[config.mk]
export PLATFORM = sky130hd
export DESIGN_NAME = l2_fill_arbiter_flat
export DESIGN_NICKNAME = d
export VERILOG_FILES = /design/src/rtl/l2_fill_arbiter_pkg.sv /design/src/rtl/l2_fill_arbiter_if.sv /design/src/rtl/l2_fill_arbiter_rr_arbiter2.sv /design/src/rtl/l2_fill_arbiter.sv /design/src/flat_wrapper.sv
export SDC_FILE = /design/constraint.sdc
export NUM_CORES = 1
export LEC_CHECK = 0
export BUFFER_PORTS_ARGS = -buffer_cell sky130_fd_sc_hd__buf_2
export CAP_MARGIN = 5
export CORE_AREA = 2 2 92 94
export DETAILED_ROUTE_END_ITERATION = 10
export DIE_AREA = 0 0 94 96
export HOLD_SLACK_MARGIN = 0.06
export PLACE_DENSITY_LB_ADDON = 0.08
export SKIP_CTS_REPAIR_TIMING = 1
export SYNTH_ARGS = -nofsm -noshare
export SYNTH_HDL_FRONTEND = slang
export SYNTH_HIERARCHICAL = 1
export SYNTH_SLANG_ARGS = --single-unit
[constraint.sdc]
create_clock -name clk_i -period 1.65 [get_ports clk_i]
set_input_delay 0.495 -clock clk_i [delete_from_list [all_inputs] [get_ports clk_i]]
set_output_delay 0.495 -clock clk_i [all_outputs]
set_load 0.005 [all_outputs]
[src/rtl/l2_fill_arbiter_pkg.sv]
// Shared types for the L2 line-fill arbiter.
// Fill FSM state and requester id encodings.
package l2_fill_arbiter_pkg;

  localparam int DATA_W = 64;

  typedef enum logic [1:0] {
    ST_IDLE  = 2'd0,
    ST_REQ   = 2'd1,
    ST_WAIT  = 2'd2,
    ST_BURST = 2'd3
  } fill_state_e;

  typedef enum logic {
    REQ_IC = 1'b0,
    REQ_DC = 1'b1
  } req_id_e;

  function automatic req_id_e other_side(
    input req_id_e id
  );
    return (id == REQ_IC) ? REQ_DC : REQ_IC;
  endfunction

endpackage

[src/rtl/l2_fill_arbiter_if.sv]
// Cache/L2 side bundle of the fill arbiter.
// slave: arbiter view; master: caches + L2 view.
interface l2_fill_arbiter_if #(
  parameter int ADDR_W = 32
);
  import l2_fill_arbiter_pkg::*;

  logic              ic_req_i;
  logic [ADDR_W-1:0] ic_addr_i;
  logic              dc_req_i;
  logic [ADDR_W-1:0] dc_addr_i;
  logic              ic_grant_o;
  logic              dc_grant_o;
  logic              ic_done_o;
  logic              dc_done_o;
  logic              l2_req_o;
  logic [ADDR_W-1:0] l2_addr_o;
  logic              l2_ack_i;
  logic              l2_rvalid_i;
  logic [DATA_W-1:0] l2_rdata_i;
  logic [DATA_W-1:0] fill_data_o;
  logic              err_o;

  modport slave (
    input  ic_req_i,
    input  ic_addr_i,
    input  dc_req_i,
    input  dc_addr_i,
    input  l2_ack_i,
    input  l2_rvalid_i,
    input  l2_rdata_i,
    output ic_grant_o,
    output dc_grant_o,
    output ic_done_o,
    output dc_done_o,
    output l2_req_o,
    output l2_addr_o,
    output fill_data_o,
    output err_o
  );

  modport master (
    output ic_req_i,
    output ic_addr_i,
    output dc_req_i,
    output dc_addr_i,
    output l2_ack_i,
    output l2_rvalid_i,
    output l2_rdata_i,
    input  ic_grant_o,
    input  dc_grant_o,
    input  ic_done_o,
    input  dc_done_o,
    input  l2_req_o,
    input  l2_addr_o,
    input  fill_data_o,
    input  err_o
  );

endinterface

[src/rtl/l2_fill_arbiter_rr_arbiter2.sv]
// Two-way round-robin arbiter, combinational.
// req_i[0]=IC, req_i[1]=DC; ptr_i picks the tie winner.
module rr_arbiter2
  import l2_fill_arbiter_pkg::*;
(
  input  logic [1:0] req_i,
  input  req_id_e    ptr_i,
  output logic [1:0] gnt_o
);

  always_comb begin
    gnt_o = 2'b00;
    if (&req_i) begin
      gnt_o = (ptr_i == REQ_DC) ? 2'b10 : 2'b01;
    end else begin
      gnt_o = req_i;
    end
  end

endmodule

[src/rtl/l2_fill_arbiter.sv]
// L2 line-fill arbiter: picks IC or DC miss, runs one
// L2 burst and steers its beats to the owning cache.
module l2_fill_arbiter
  import l2_fill_arbiter_pkg::*;
#(
  parameter int BEATS  = 8,
  parameter int ADDR_W = 32
) (
  input logic         clk_i,
  input logic         reset_ni,
  l2_fill_arbiter_if.slave bus
);

  localparam int CNT_W =
    (BEATS > 1) ? $clog2(BEATS) : 1;
  localparam logic [CNT_W-1:0] LAST =
    CNT_W'(BEATS - 1);

  fill_state_e       state_q, state_d;
  req_id_e           owner_q, owner_d;
  req_id_e           ptr_q, ptr_d;
  logic [ADDR_W-1:0] addr_q, addr_d;
  logic [CNT_W-1:0]  cnt_q, cnt_d;
  logic              done_q, done_d;
  logic              err_q, err_d;

  logic [1:0] req_vec;
  logic [1:0] gnt_vec;
  logic       beat_ok;

  assign req_vec = {bus.dc_req_i, bus.ic_req_i};

  rr_arbiter2 u_arb (
    .req_i (req_vec),
    .ptr_i (ptr_q),
    .gnt_o (gnt_vec)
  );

  assign beat_ok = bus.l2_rvalid_i &&
    ((state_q == ST_WAIT) ||
     (state_q == ST_BURST));

  always_comb begin
    state_d = state_q;
    owner_d = owner_q;
    ptr_d   = ptr_q;
    addr_d  = addr_q;
    cnt_d   = cnt_q;
    done_d  = 1'b0;
    err_d   = 1'b0;
    unique case (state_q)
      ST_IDLE: begin
        // The finishing side still holds its request
        // in the done cycle; skip arbitration there.
        if (!done_q && (|req_vec)) begin
          owner_d = gnt_vec[1] ? REQ_DC : REQ_IC;
          addr_d  = gnt_vec[0] ? bus.ic_addr_i
                               : bus.dc_addr_i;
          state_d = ST_REQ;
        end
      end
      ST_REQ: begin
        if (bus.l2_ack_i) begin
          state_d = ST_WAIT;
        end
      end
      ST_WAIT, ST_BURST: begin
        if (bus.l2_rvalid_i) begin
          if (cnt_q == LAST) begin
            state_d = ST_IDLE;
            cnt_d   = '0;
            done_d  = 1'b1;
            ptr_d   = other_side(owner_q);
          end else begin
            state_d = ST_BURST;
            cnt_d   = cnt_q + 1'b1;
          end
        end else if (state_q == ST_BURST) begin
          // Broken burst: drop it, keep the pointer so
          // the same side can win again.
          state_d = ST_IDLE;
          cnt_d   = '0;
          err_d   = 1'b1;
        end
      end
      default: begin
        state_d = ST_IDLE;
      end
    endcase
  end

  always_ff @(posedge clk_i or negedge reset_ni) begin
    if (!reset_ni) begin
      state_q <= ST_IDLE;
      owner_q <= REQ_IC;
      ptr_q   <= REQ_IC;
      addr_q  <= '0;
      cnt_q   <= '0;
      done_q  <= 1'b0;
      err_q   <= 1'b0;
    end else begin
      state_q <= state_d;
      owner_q <= owner_d;
      ptr_q   <= ptr_d;
      addr_q  <= addr_d;
      cnt_q   <= cnt_d;
      done_q  <= done_d;
      err_q   <= err_d;
    end
  end

  assign bus.l2_req_o    = (state_q == ST_REQ);
  assign bus.l2_addr_o   = addr_q;
  assign bus.fill_data_o = bus.l2_rdata_i;
  assign bus.ic_grant_o  = beat_ok &&
                           (owner_q == REQ_IC);
  assign bus.dc_grant_o  = beat_ok &&
                           (owner_q == REQ_DC);
  assign bus.ic_done_o   = done_q &&
                           (owner_q == REQ_IC);
  assign bus.dc_done_o   = done_q &&
                           (owner_q == REQ_DC);
  assign bus.err_o       = err_q;

endmodule

[src/flat_wrapper.sv]
// flat-port wrapper written by rule: the top's interface ports become plain ports
module l2_fill_arbiter_flat import l2_fill_arbiter_pkg::*;
#(
  parameter int BEATS  = 8,
  parameter int ADDR_W = 32
)
  (clk_i, reset_ni, bus_ic_req_i, bus_ic_addr_i, bus_dc_req_i, bus_dc_addr_i, bus_l2_ack_i, bus_l2_rvalid_i, bus_l2_rdata_i, bus_ic_grant_o, bus_dc_grant_o, bus_ic_done_o, bus_dc_done_o, bus_l2_req_o, bus_l2_addr_o, bus_fill_data_o, bus_err_o);
  l2_fill_arbiter_if #(.ADDR_W(ADDR_W)) bus_i ();
  input logic clk_i;
  input logic reset_ni;
  input wire logic [$bits(bus_i.ic_req_i)-1:0] bus_ic_req_i;
  input wire logic [$bits(bus_i.ic_addr_i)-1:0] bus_ic_addr_i;
  input wire logic [$bits(bus_i.dc_req_i)-1:0] bus_dc_req_i;
  input wire logic [$bits(bus_i.dc_addr_i)-1:0] bus_dc_addr_i;
  input wire logic [$bits(bus_i.l2_ack_i)-1:0] bus_l2_ack_i;
  input wire logic [$bits(bus_i.l2_rvalid_i)-1:0] bus_l2_rvalid_i;
  input wire logic [$bits(bus_i.l2_rdata_i)-1:0] bus_l2_rdata_i;
  output wire logic [$bits(bus_i.ic_grant_o)-1:0] bus_ic_grant_o;
  output wire logic [$bits(bus_i.dc_grant_o)-1:0] bus_dc_grant_o;
  output wire logic [$bits(bus_i.ic_done_o)-1:0] bus_ic_done_o;
  output wire logic [$bits(bus_i.dc_done_o)-1:0] bus_dc_done_o;
  output wire logic [$bits(bus_i.l2_req_o)-1:0] bus_l2_req_o;
  output wire logic [$bits(bus_i.l2_addr_o)-1:0] bus_l2_addr_o;
  output wire logic [$bits(bus_i.fill_data_o)-1:0] bus_fill_data_o;
  output wire logic [$bits(bus_i.err_o)-1:0] bus_err_o;
  assign bus_i.ic_req_i = bus_ic_req_i;
  assign bus_i.ic_addr_i = bus_ic_addr_i;
  assign bus_i.dc_req_i = bus_dc_req_i;
  assign bus_i.dc_addr_i = bus_dc_addr_i;
  assign bus_i.l2_ack_i = bus_l2_ack_i;
  assign bus_i.l2_rvalid_i = bus_l2_rvalid_i;
  assign bus_i.l2_rdata_i = bus_l2_rdata_i;
  assign bus_ic_grant_o = bus_i.ic_grant_o;
  assign bus_dc_grant_o = bus_i.dc_grant_o;
  assign bus_ic_done_o = bus_i.ic_done_o;
  assign bus_dc_done_o = bus_i.dc_done_o;
  assign bus_l2_req_o = bus_i.l2_req_o;
  assign bus_l2_addr_o = bus_i.l2_addr_o;
  assign bus_fill_data_o = bus_i.fill_data_o;
  assign bus_err_o = bus_i.err_o;
  l2_fill_arbiter #(.BEATS(BEATS), .ADDR_W(ADDR_W)) u_core (.clk_i(clk_i), .reset_ni(reset_ni), .bus(bus_i));
endmodule
# --- Word level (Yosys, flattened, before mapping) ---
# Cells that the tools add are included.
op_classes:
  n_addsub: 1
  n_reduce_logical: 17
  muxes: 20
  eq_ne: 7
  bitwise_logic: 1
ops:
  columns: ["operator", "n"]
  rows:
  - ["$mux 32", 1]
  - ["$mux 2", 7]
  - ["$mux 3", 3]
  - ["$mux 1", 8]
  - ["$logic_and 1x1->1", 6]
  - ["$pmux 2 s3", 1]
  - ["$reduce_and 2->1", 3]
  - ["$reduce_and 3->1", 2]
  - ["$eq 2x2->1 const B", 2]
  - ["$reduce_or 2->1", 2]
  - ["$add 3x1->3 const B", 1]
  - ["$eq 3x3->1 const B", 1]
  - ["$ne 3x2->1 const B", 1]
  - ["$eq 2x1->1 const B", 1]
  - ["$logic_not 2->1", 1]
  - ["$ne 2x1->1 const B", 1]
  - ["$ne 2x2->1 const B", 1]
  - ["$reduce_bool 2->1", 1]
  - ["$logic_not 1->1", 1]
  - ["$logic_or 1x1->1", 1]
  - ["$not 1->1", 1]
word_totals:
  input_bits: 134
  out_inout_bits: 102
  ff_bits: 41

# --- Logic depth before layout (Yosys ltp) ---
logic_depth:
  depth_word: 4
  depth_mapped: 5

# --- Cells and area by module ---
# The synthesis kept the hierarchy.
modules_own_cells:
  columns: ["module", "cells_per_inst", "n_inst", "area_each_um2"]
  rows:
  - ["l2_fill_arbiter", 206, 1, 2517.4]
  - ["rr_arbiter2", 3, 1, 18.8]

# --- Worst setup path after synthesis ---
# OpenSTA, ideal clock, no wires.
synth_timing:
  path_kind: "input to register"
  startpoint: "input port bus_ic_req_i"
  endpoint: "register u_core.addr_q[18] (netlist: u_core/bus.l2_addr_o[18])"
  n_path_buf: 2
  required_ns: 1.525
  slack_ns: -0.236
  setup_time_ns: 0.125
  path_stages: 5
  arrival_time_ns: 1.761
  path_cell_list: "a21boi_1 clkbuf_1 clkbuf_1 mux2_2 mux2_2"
synth_between:
  elab_chain_len: 3
  word_cells_on_any_way: 6
  classes_between: "2 x mux; 4 x reduce/logical"
synth_lines:
  columns: ["item", "line", "source"]
  rows:
  - ["start, declared", "flat_wrapper.sv:11", "input wire logic [$bits(bus_i.ic_req_i)-1:0] bus_ic_req_i;"]
  - ["$reduce_and 2->1 or $reduce_or 2->1 (tied branches)", "l2_fill_arbiter_rr_arbiter2.sv:13, l2_fill_arbiter.sv:55", null]
  - ["$mux 2 or $logic_and 1x1->1 (tied branches)", "l2_fill_arbiter_rr_arbiter2.sv:13, l2_fill_arbiter.sv:55", null]
  - ["$mux 32 or $reduce_and 2->1 (tied branches)", null, null]
  - ["end signal, assigned", "l2_fill_arbiter.sv:105", "addr_q <= addr_d;"]
  - ["end, declared", "l2_fill_arbiter.sv:22", "logic [ADDR_W-1:0] addr_q, addr_d;"]
# Parallel ways exist; a longest one is shown, timed or not.
# A chain may end at the register's enable or synchronous reset.

# --- Worst setup path after layout ---
layout_timing:
  startpoint: "register u_core.state_q[1]"
  endpoint: "register u_core.addr_q[14] (netlist: u_core/bus.l2_addr_o[14])"
layout_between:
  elab_chain_len: 2
layout_lines:
  columns: ["item", "line", "source"]
  rows:
  - ["start, declared", "l2_fill_arbiter.sv:19", "fill_state_e state_q, state_d;"]
  - ["start signal, assigned", "l2_fill_arbiter.sv:102", "state_q <= state_d;"]
  - ["$logic_not 2->1", "l2_fill_arbiter.sv:51", "unique case (state_q)"]
  - ["$reduce_and 2->1 (no line)", null, null]
# Every way passes these cells.

==> flow_summary.ini <==
[cells_and_area]
synthToLayoutAreaGrowth_pct = 17.9
utilization_pct = 37.1
drive_above_1_share_pct = 74.1
final_nets = 401
layout_common_cells = buf_2 (107), mux2_2 (49), dfrtp_1 (41)
final_common_cell = buf_2
num_antenna_cells = 0
n_fill_cell = 841

[status]
status = finished, final reports clean

[routing]
drc_errors = 0
wirelength_um = 6100
postRouteAntennaNets = 0
route.detailed.wl_per_inst_um = 16.4
drtPass1Iterations = 4
viasPerCell = 4.48
drtIter0Drc = 18
via_count = 1663

[clock_tree]
clk_pin_slew_worst_paths_ns = 0.08
cts_root_buf = clkbuf_8
cts_tree = done
cts_max_path_buffers = 2
clk-insertion-delay-late_ns = 0.29
htree_levels = 2
cts_sinks = 41
numCtsBuffers = 5

[floorplan]
coreArea_um2 = 8050
fp.dieH_um = 96
std_cell_rows = 33
initial_core_util_pct = 31.5
ioPinCount = 236
die_w_um = 94
dieArea_um2 = 9020

[worst_setup_path]
crit_buf_inv = 3
slowest_delay_ns = 0.40
path_max_fanout = 5
startpoint_type = register
reg2reg_from = u_core/state_q[1]$_DFFE_PN0P_
critPathCapture = u_core/bus.l2_addr_o[14]$_DFFE_PN0P_
crit_cells = 5
arrival_ns = 1.81
ff2ff_path_depth = 5
regToRegSetupSlack_ns = 0.02
critical_path.slowest_cell = dfrtp_1
worstPathCellList = buf_6 -> nor4_4 -> buf_4 -> clkbuf_16 -> mux2_4
cp-startpoint = u_core/state_q[1]$_DFFE_PN0P_
worstPathRequired_ns = 1.83
critPathKind = reg -> reg
r2r_end = u_core/bus.l2_addr_o[14]$_DFFE_PN0P_
crit_family = buffers and inverters
endpoint_kind = register

[synth]
muxShareOfSynthArea_pct = 30.3
synthesis.nets = 345
ys_types = 24
synth_compound_area_share_pct = 2.96
synthXorXnorAreaFrac_pct = 0
async_flop_share_pct = 100
ys_ff_latch = 41
synth_top_family_by_area = multiplexers
syn_inst = 209
synth-main-ff-cell = dfrtp_1
ys_seq_area_share_pct = 40.5
syn_area_um2 = 2540
synth_adder_area_share_pct = 0.987
synth-simple-area-share_pct = 3.70
synth_edf_count = 0
avgSynthCellArea_um2 = 12.1
ys.warnings.count = 6

[placement]
io_buffers = 107
routabilityCongestion = 0.690
dp_hpwl_um = 4520
dp_slack_ns = -0.140

[min_path]
hp-class = in -> async

[grt]
first_global_vias = 1684
antenna_found_initial = 0
grt_start_max_net_pins = 42
grt_usage_pct = 13.0
grt-ovfl-total = 0
grt_pass1_wl_um = 8800

[power]
p_leak_uw = 0.00149
powerDensity_nw_per_um2 = 1560
ir_drop_mv = 0.644

[timing]
fin_ws_ns = 0.0219
min_period_ns = 1.63
setup_viol = 0
worstMarginPinSlew_ns = 0.345
holdWs_ns = 0.164
max_freq_ghz = 0.614
rsz0062_at_grt = true
hold_viol = 0
report.final.slew_viol_count = 0
relSlewSlack_pct = 76.8
min_period_over_period_pct = 98.7
finClkSkew_ns = 0.00724

[job]
cap_violations = 0
cells in the mapped netlist (2+ instances only):
cell,count,share of area [%]
a21boi_1,2,0.59
buf_2,2,0.39
nand2_1,5,0.74
ha_1,2,0.99
nor2_1,3,0.44
inv_1,2,0.30
mux2_4,10,5.9
o21ai_0,3,0.59
buf_6,3,1.3
mux2_2,54,24
a32o_1,2,0.79
clkbuf_1,4,0.59
dfrtp_1,41,40
nor2b_1,3,0.74
buf_4,64,19
per-stage QoR:
step                      cells  area, um2  TNS [ns]  power, uW
after floorplan             209       2570    -0.254       3090
after global placement      356       2800     -3.86       3790
after detailed placement    356       2800     -3.89       3790
after CTS                   364       2910   -0.0943       4560
after global routing        371       2990    -0.354       5000
final                       371       2990         0       4660
how the worst min path moves through the flow:
stage | start | end | slack (ns) | depth (start not counted)
CTS | reset_ni | u_core/bus.err_o$_DFF_PN0_ | 0.17 | 2
global route | reset_ni | u_core/bus.err_o$_DFF_PN0_ | 0.17 | 2
detailed placement | u_core/bus.l2_addr_o[7]$_DFFE_PN0P_ | u_core/bus.l2_addr_o[7]$_DFFE_PN0P_ | 0.48 | 1
global placement | u_core/bus.l2_addr_o[7]$_DFFE_PN0P_ | u_core/bus.l2_addr_o[7]$_DFFE_PN0P_ | 0.47 | 1
finish | reset_ni | u_core/cnt_q[1]$_DFFE_PN0P_ | 0.16 | 2
floorplan | reset_ni | u_core/bus.err_o$_DFF_PN0_ | 0.20 | 0
final cells by class:
cell class                      instances  area [um2]  area share (%)
Clock buffer                            7        96.3            3.22
Clock inverter                          1        5.00           0.167
Inverter                                2        7.51           0.251
Multi-Input combinational cell         93        1000            33.5
Sequential cell                        41        1030            34.3
Tap cell                              105         131            4.39
Timing Repair Buffer                  122         723            24.2
report_power, final:
| part | switching, uW | leakage [uW] | internal (uW) |
|---|---|---|---|
| clock | 353 | 0.0000542 | 378 |
| sequential | 246 | 0.000492 | 1490 |
| combinational | 814 | 0.000941 | 1380 |
| total | 1410 | 0.00149 | 3250 |
logic make-up (layout without fill, tap and decap cells):
logic type / Yosys count / count (layout)
mux: 65 / 65
compound gates: 10 / 10
fa+ha+maj: 2 / 2
flops: 41 / 41
buf+inv: 75 / 132
simple gates: 16 / 16
state kept, by name, indices dropped and copies added (netlist names):
name	flops
u_core/bus.err_o	1
u_core/bus.l2_addr_o	32
u_core/cnt_q	3
u_core/done_q	1
u_core/owner_q	1
u_core/ptr_q	1
u_core/state_q	2
metal layers:
metal  track usage (%)  wire (um)  up-vias
met1              13.9       2220      761
met5                 0          0        -
li1                  -          -      755
met4              5.43        204        0
met2              20.7       2830      124
met3              8.07        843       23
Note: power is estimated with default switching activity, not from simulation.
